**src/rtl/posibus_pkg.sv**
```systemverilog
// ----------------------------------------------------------------------------
// posibus_pkg
// Shared definitions for the positive-logic I/O bus.
//   IOP1_BIT/IOP2_BIT/IOP4_BIT : bit positions of the IOP strobes on bus_iop
//   NUM_IOP                    : number of IOP strobe lines
//   DEFAULT_WIDTH              : data bus width shared with the bus-driver side
// ----------------------------------------------------------------------------
package posibus_pkg;

    localparam int IOP1_BIT      = 0;
    localparam int IOP2_BIT      = 1;
    localparam int IOP4_BIT      = 2;
    localparam int NUM_IOP       = 3;
    localparam int DEFAULT_WIDTH = 12;

endpackage : posibus_pkg

```
**src/rtl/posibus_receiver_bus_line_filter.sv**
```systemverilog
// ----------------------------------------------------------------------------
// bus_line_filter
// One asynchronous bus line: synchroniser chain followed by a debounce filter.
// The filtered level changes only after the synced input has disagreed with it
// for FILT consecutive cycles.
//   clk   in  : system clock
//   rst_n in  : asynchronous active-low reset
//   d     in  : raw asynchronous bus line
//   q     out : filtered level
//   rise  out : one-cycle pulse, registered together with the 0->1 change of q
// ----------------------------------------------------------------------------
module bus_line_filter #(
    parameter int SYNC_STAGES = 2,
    parameter int FILT        = 4
) (
    input  logic clk,
    input  logic rst_n,
    input  logic d,
    output logic q,
    output logic rise
);

    // Counter must hold 0..FILT-1; keep at least one bit when FILT == 1.
    localparam int             CW    = (FILT > 1) ? $clog2(FILT) : 1;
    localparam logic [CW-1:0]  C_MAX = CW'(FILT - 1);

    logic [SYNC_STAGES-1:0] r_sync;
    logic                   r_state;
    logic                   r_rise;
    logic [CW-1:0]          r_cnt;

    logic w_synced;
    logic w_diff;
    logic w_take;

    assign w_synced = r_sync[SYNC_STAGES-1];
    assign w_diff   = (w_synced != r_state);
    assign w_take   = w_diff && (r_cnt == C_MAX);

    always_ff @(posedge clk or negedge rst_n) begin
        if (!rst_n) begin
            r_sync  <= '0;
            r_state <= 1'b0;
            r_rise  <= 1'b0;
            r_cnt   <= '0;
        end else begin
            r_sync <= {r_sync[SYNC_STAGES-2:0], d};
            if (!w_diff) begin
                r_cnt <= '0;
            end else if (w_take) begin
                r_state <= w_synced;
                r_cnt   <= '0;
            end else begin
                r_cnt <= r_cnt + CW'(1);
            end
            // Rise is flagged in the same edge that flips the state to 1.
            r_rise <= w_take && w_synced;
        end
    end

    assign q    = r_state;
    assign rise = r_rise;

endmodule : bus_line_filter

```
**src/rtl/posibus_receiver.sv**
```systemverilog
// ----------------------------------------------------------------------------
// posibus_receiver
// Receiving end of the wire-OR I/O bus. Synchronises the data, IOP and INT
// lines, deglitches IOP/INT, captures the data word on any filtered IOP rise
// and presents it downstream over valid/ready.
//   clk, rst_n   : clock, asynchronous active-low reset
//   bus_data     : raw data bus (WIDTH bits)
//   bus_iop      : raw IOP1/IOP2/IOP4 strobes (bits 0/1/2)
//   bus_int      : raw interrupt request
//   out_data     : captured word
//   out_iop      : filtered IOP rises that caused the capture
//   out_valid    : holding register full
//   out_ready    : downstream accept
//   overrun      : sticky, a capture was lost while the holder was full
//   overrun_clr  : synchronous clear of overrun
//   int_req      : filtered bus_int level
// ----------------------------------------------------------------------------
module posibus_receiver
    import posibus_pkg::*;
#(
    parameter int WIDTH       = DEFAULT_WIDTH,
    parameter int SYNC_STAGES = 2,
    parameter int FILT        = 4
) (
    input  logic               clk,
    input  logic               rst_n,
    input  logic [WIDTH-1:0]   bus_data,
    input  logic [NUM_IOP-1:0] bus_iop,
    input  logic               bus_int,
    output logic [WIDTH-1:0]   out_data,
    output logic [NUM_IOP-1:0] out_iop,
    output logic               out_valid,
    input  logic               out_ready,
    output logic               overrun,
    input  logic               overrun_clr,
    output logic               int_req
);

    logic [WIDTH-1:0]   r_data_sync [SYNC_STAGES];
    logic [WIDTH-1:0]   r_data;
    logic [NUM_IOP-1:0] r_iop;
    logic               r_valid;
    logic               r_overrun;

    logic [NUM_IOP-1:0] w_iop_level;
    logic [NUM_IOP-1:0] w_iop_rise;
    logic               w_int_level;
    logic               w_int_rise;
    logic               w_capture;
    logic [WIDTH-1:0]   w_data_synced;
    logic               w_unused_lines;

    genvar g;
    generate
        for (g = 0; g < NUM_IOP; g++) begin : g_iop
            bus_line_filter #(
                .SYNC_STAGES (SYNC_STAGES),
                .FILT        (FILT)
            ) u_iop_filter (
                .clk   (clk),
                .rst_n (rst_n),
                .d     (bus_iop[g]),
                .q     (w_iop_level[g]),
                .rise  (w_iop_rise[g])
            );
        end
    endgenerate

    bus_line_filter #(
        .SYNC_STAGES (SYNC_STAGES),
        .FILT        (FILT)
    ) u_int_filter (
        .clk   (clk),
        .rst_n (rst_n),
        .d     (bus_int),
        .q     (w_int_level),
        .rise  (w_int_rise)
    );

    // Only IOP rises and the INT level are consumed.
    assign w_unused_lines = ^{w_iop_level, w_int_rise};

    // Data chain has the same depth as the strobe chains, so the synced word
    // is aligned with the synced strobes.
    assign w_data_synced = r_data_sync[SYNC_STAGES-1];
    assign w_capture     = |w_iop_rise;

    // Handshake: a word transfers on any edge where out_valid && out_ready.
    // out_data/out_iop are stable while out_valid is high and not accepted.
    // A capture coinciding with an accept replaces the word without a bubble;
    // a capture while the word is held and not accepted is dropped and flagged
    // in overrun (set has priority over overrun_clr).
    always_ff @(posedge clk or negedge rst_n) begin
        if (!rst_n) begin
            for (int i = 0; i < SYNC_STAGES; i++) begin
                r_data_sync[i] <= '0;
            end
            r_data    <= '0;
            r_iop     <= '0;
            r_valid   <= 1'b0;
            r_overrun <= 1'b0;
        end else begin
            r_data_sync[0] <= bus_data;
            for (int i = 1; i < SYNC_STAGES; i++) begin
                r_data_sync[i] <= r_data_sync[i-1];
            end

            if (w_capture) begin
                if (!r_valid || out_ready) begin
                    r_data  <= w_data_synced;
                    r_iop   <= w_iop_rise;
                    r_valid <= 1'b1;
                end
            end else if (r_valid && out_ready) begin
                r_valid <= 1'b0;
            end

            if (w_capture && r_valid && !out_ready) begin
                r_overrun <= 1'b1;
            end else if (overrun_clr) begin
                r_overrun <= 1'b0;
            end
        end
    end

    assign out_data  = r_data;
    assign out_iop   = r_iop;
    assign out_valid = r_valid;
    assign overrun   = r_overrun;
    assign int_req   = w_int_level;

endmodule : posibus_receiver

```
**config.mk**
```make
export PLATFORM = sky130hd
export DESIGN_NAME = posibus_receiver
export DESIGN_NICKNAME = d
export VERILOG_FILES = /design/src/rtl/posibus_pkg.sv /design/src/rtl/posibus_receiver_bus_line_filter.sv /design/src/rtl/posibus_receiver.sv
export SDC_FILE = /design/constraint.sdc
export NUM_CORES = 1
export LEC_CHECK = 0
export ABC_AREA = 1
export CORE_MARGIN = 2
export CORE_UTILIZATION = 52
export DETAILED_ROUTE_END_ITERATION = 7
export PLACE_DENSITY = 0.91
export SLEW_MARGIN = 25
export SYNTH_ARGS = -nofsm -noshare
export SYNTH_HDL_FRONTEND = slang
export SYNTH_SLANG_ARGS = --single-unit
```
**constraint.sdc**
```tcl
create_clock -name clk -period 1.65 [get_ports clk]
set_input_delay 0.2475 -clock clk [delete_from_list [all_inputs] [get_ports clk]]
set_output_delay 0.2475 -clock clk [all_outputs]
set_load 0.01 [all_outputs]
```
### Word-level counts from Yosys, hierarchy flattened

Index checks and enable logic that the tools add are counted.
W data, S select, Z words.

| cells by class | value |
|---|---|
| add/subtract/negate cells | 4 |
| equal/unequal tests | 9 |
| mux-type cells | 13 |
| reduce and logical (&&, ||, !) cells | 22 |

Operators by type and width:

| operator | number |
|---|---|
| $mux W2 | 8 |
| $reduce_and A2 Y1 | 6 |
| $logic_and A1 B1 Y1 | 10 |
| $add A2 B1 Y2 const B | 4 |
| $eq A2 B2 Y1 const B | 4 |
| $mux W1 | 5 |
| $ne A1 B1 Y1 | 4 |
| $reduce_bool A2 Y1 | 2 |
| $reduce_or A3 Y1 | 1 |
| $logic_not A1 Y1 | 2 |
| $ne A2 B1 Y1 const B | 1 |
| $logic_or A1 B1 Y1 | 1 |

| word-level totals | value |
|---|---|
| flip-flop bits (word level) | 64 |
| word-level logic and storage cells | 69 |

### Logic depth before layout (Yosys ltp)

| logic depth | value |
|---|---|
| depth in word-level cells | 4 |
| gate-level depth with buffers | 6 |
| gate-level depth less buffers | 5 |

### By module

A second synthesis with hierarchy kept.

| second synthesis, totals | value |
|---|---|
| cells, all modules | 177 |
| area total of the unflattened synthesis | 2,150.8 um^2 |

By module, submodules not included:

| module | instances | cells an instance | area an instance (um^2) |
|---|---|---|---|
| posibus_receiver | 1 | 101 | 1,305.0 |
| bus_line_filter | 4 | 19 | 211.5 |

### Least setup slack after synthesis

No wires, ideal clock.

| timing | value |
|---|---|
| kind | reg2reg |
| start point | register g_iop[0].u_iop_filter.r_cnt[0] |
| end point | register g_iop[0].u_iop_filter.r_cnt[0] |
| data arrival time | 0.926 ns |
| data required time | 1.579 ns |
| setup slack | 0.653 ns |
| stages on the path, launching flop included | 4 |
| buffers on the path | 0 |
| period minus slack after synthesis | 0.997 ns |
| path through | dfrtp_1 > ha_1 > or2_2 > nor2_1 |

| between the ends | value |
|---|---|
| longest elaborated chain between the ends | 4 |
| elaborated cells between the ends (all ways) | 5 |
| classes of those cells | add/sub (1); eq/ne (1); mux (2); reduce/logical (1) |

RTL lines:

| element | line | RTL |
|---|---|---|
| start: declaration | posibus_receiver_bus_line_filter.sv:30 | `logic [CW-1:0] r_cnt;` |
| start signal: assignment | posibus_receiver_bus_line_filter.sv:54 | `r_cnt <= r_cnt + CW'(1);` |
| branches (longest 2 deep; another with $add A2 B1 Y2) | n/a |  |
| $mux W2 (*) | posibus_receiver_bus_line_filter.sv:50 | `end else if (w_take) begin` |
| $mux W2 (*) | posibus_receiver_bus_line_filter.sv:48 | `if (!w_diff) begin` |

Every way passes the cells marked *.
A chain may end at the register's enable or synchronous reset.

### Final worst setup path

| timing | value |
|---|---|
| start point | register u_int_filter.r_state (netlist: u_int_filter.q) |
| end point | output port int_req |

RTL lines:

| element | line | RTL |
|---|---|---|
| start: declaration | posibus_receiver_bus_line_filter.sv:28 | `logic r_state;` |
| start signal: assignment | posibus_receiver_bus_line_filter.sv:51 | `r_state <= w_synced;` |
| end: declaration | posibus_receiver.sv:36 | `output logic int_req` |

No word-level cell between the ends.

==> flow_metrics.py <==
metrics = {
    "power": {
        "leakagePower_nw": 1.31,
        "powerDensity_mw_per_mm2": 1590,
        "fin_total_pwr_mw": 4.29,
        "ir_drop_mv": 0.783,
    },
    "timing": {
        "drv_slew": 0,
        "hold_violations": 0,
        "tightest_slew_ns": 0.317,
        "relSlewSlack_pct": 78.9,
        "max_freq_mhz": 675,
        "fin_skew_ns": 0.00607,
        "tns_ns": 0,
        "fin_crit_ns": 1.48,
        "setup_viol": 0,
        "period_share_pct": 89.8,
        "rsz0062_at_grt": "false",
    },
    "worst_setup_path": {
        "crit_buf_inv": 1,
        "cp_max_fo": 3,
        "cp.arrival_ns": 1.23,
        "slowest_delay_ns": 0.54,
        "critical-path-slowest-cell": "clkdlybuf4s50_1",
        "critPathKind": "flop to output port",
        "required_ns": 1.40,
        "critPathTopFamily": "buffers and inverters",
        "end_kind": "output port",
        "cp-start-kind": "flop",
        "path_cells": "clkdlybuf4s50_1",
    },
    "layout": {
        "nets": 232,
        "diodes": 0,
        "final_common_cell": "dfrtp_1",
        "finalInstanceArea_mm2": 0.00270,
        "fill_cells": 287,
        "final_core_util_pct": 69.0,
        "multi_input_comb_area_um2": 417,
        "syn2layout_area_growth_pct": 29.5,
        "layout_common_cells": "dfrtp_1, nand2_1, clkdlybuf4s50_1",
        "drive_gt1_share_pct": 12.7,
        "seq_area_mm2": 0.00160,
    },
    "detailed_routing": {
        "drt-pass1-iter-count": 4,
        "ant_nets": 0,
        "vias": 1228,
        "drc": 0,
        "drtIter0Drc": 80,
        "viasPerCell": 4.67,
        "wl_per_cell_um": 11.8,
        "routed_wl_mm": 3.09,
    },
    "floorplan": {
        "die_h_um": 67.3,
        "initial_core_util_pct": 53.2,
        "rows": 23,
        "fp.dieArea_mm2": 0.00453,
        "coreArea_mm2": 0.00391,
        "ios": 38,
        "fp.dieW_um": 67.3,
    },
    "cts": {
        "clk_latency_ns": 0.32,
        "clk_pin_slew_worst_paths_ns": 0.07,
        "cts_buffer_depth": 2,
        "h-tree-depth": 3,
        "numClockSinks": 64,
        "cts_buffers": 9,
        "cts_tree": "built",
        "cts_root_buf": "clkbuf_8",
    },
    "job": {
        "maxCapViolations": 0,
    },
    "synth": {
        "syn_area_per_cell_um2": 13.0,
        "synth.area.top_cells": "dfrtp_1, nand2_1, nand3_1",
        "yosys_warnings": 0,
        "synth.net_count": 184,
        "ys_seq_elements": 64,
        "ys_types": 16,
        "synth_largest_area_cell": "dfrtp_1",
        "seq_area_frac_synth_pct": 76.9,
        "synth_top_area_share_pct": 76.9,
        "netlist_instances": 160,
        "netlist_area_mm2": 0.00208,
    },
    "global_route": {
        "grt_util_all_layers_pct": 16.1,
        "grt_pass1_wl_mm": 5.04,
        "grt_pass1_vias": 1185,
        "antenna_found_initial": 0,
        "grt_overflow": 0,
        "grt_max_degree": 65,
    },
    "min_path": {
        "hold_class": "flop to flop",
    },
    "placement": {
        "io_buffers": 37,
        "placed_area_mm2": 0.00251,
        "hpwlAfterDp_mm": 2.09,
        "gp_congestion": 0.651,
    },
    "status": {
        "status": "complete, no violations",
    },
}
stage by stage:
step	worst slack [ns]	cells	hold slack (ns)
floorplan	0.653	160	-0.0481
global placement	0.343	246	0.273
detailed placement	0.276	246	0.280
CTS	0.134	263	0.337
global route	0.107	263	0.341
finish	0.168	263	0.348
area by class of cell:
type                            count  area share (%)
Inverter                           11            1.53
Tap cell                           50            2.32
Clock buffer                       11            5.24
Clock inverter                      5            1.21
Sequential cell                    64            59.3
Multi-Input combinational cell     82            15.4
Timing Repair Buffer               40            14.9
cell families after synthesis:
| family | synth area share, % |
|---|---|
| flip-flops | 76.9 |
| AND/OR/NAND/NOR | 14.4 |
| adder cells (fa/ha/maj) | 2.40 |
| AO/OA/AOI/OAI | 0.961 |
| XOR/XNOR | 1.68 |
| multiplexers | 0.541 |
| buffers and inverters | 3.12 |
cells in the mapped netlist:
cell and n:
xnor2_1 4, nand2_2 2, nor2_1 11, ha_1 4
o21ai_0 4, buf_4 1, dfrtp_1 64, buf_6 1
nand2_1 37, or2_2 4, mux2_2 1, nor2_2 1
inv_1 11, nand2_4 1, nand3_1 13, buf_2 1
worst paths after layout:
path	startpoint	end	slack, ns	depth (start not counted)
hold reg to reg	r_data_sync[18]	w_data_synced[6]	0.35	0
setup / recovery	u_int_filter.q	int_req	0.17	1
setup reg to reg	g_iop[1].u_iop_filter.rise	out_data[11]	0.47	5
max in group asynchronous	rst_n	overrun	0.92	3
min in group asynchronous	rst_n	out_data[9]	0.47	3
hold / removal	r_data_sync[18]	w_data_synced[6]	0.35	0
registers in the layout (all words and copies together) (netlist names):
| name | flops |
|---|---|
| g_iop.u_iop_filter.r_cnt | 6 |
| overrun | 1 |
| out_iop | 3 |
| u_int_filter.r_sync | 2 |
| u_int_filter.q | 1 |
| r_data_sync | 12 |
| out_data | 12 |
| g_iop.u_iop_filter.r_sync | 6 |
| g_iop.u_iop_filter.q | 3 |
| out_valid | 1 |
| u_int_filter.r_cnt | 2 |
| w_data_synced | 12 |
| g_iop.u_iop_filter.rise | 3 |
power by group:
part / internal, mW / leakage [nW] / switching, mW
logic: 0.574 / 0.447 / 0.497
clock network: 0.580 / 0.0813 / 0.556
registers: 1.90 / 0.787 / 0.181
total: 3.06 / 1.31 / 1.23
timing repair:
item                                    4_1_cts  5_1_grt
endpoints found under the setup margin        0        0
hold buffers                                  1        0
setup buffers                                 0        0
endpoints found under the hold margin        64        0
gates resized for setup                       0        0
per-layer routing:
metal / track usage, % / part of all wire (%) / vias up / routed length, um
met5: 0 / 0 / - / 0
met4: 11.5 / 2.0 / 0 / 63
met3: 5.50 / 4.5 / 6 / 139
met2: 25.9 / 52 / 30 / 1620
met1: 17.9 / 41 / 600 / 1270
li1: - / - / 592 / -
No activity file was read; power rests on OpenSTA's default activity.
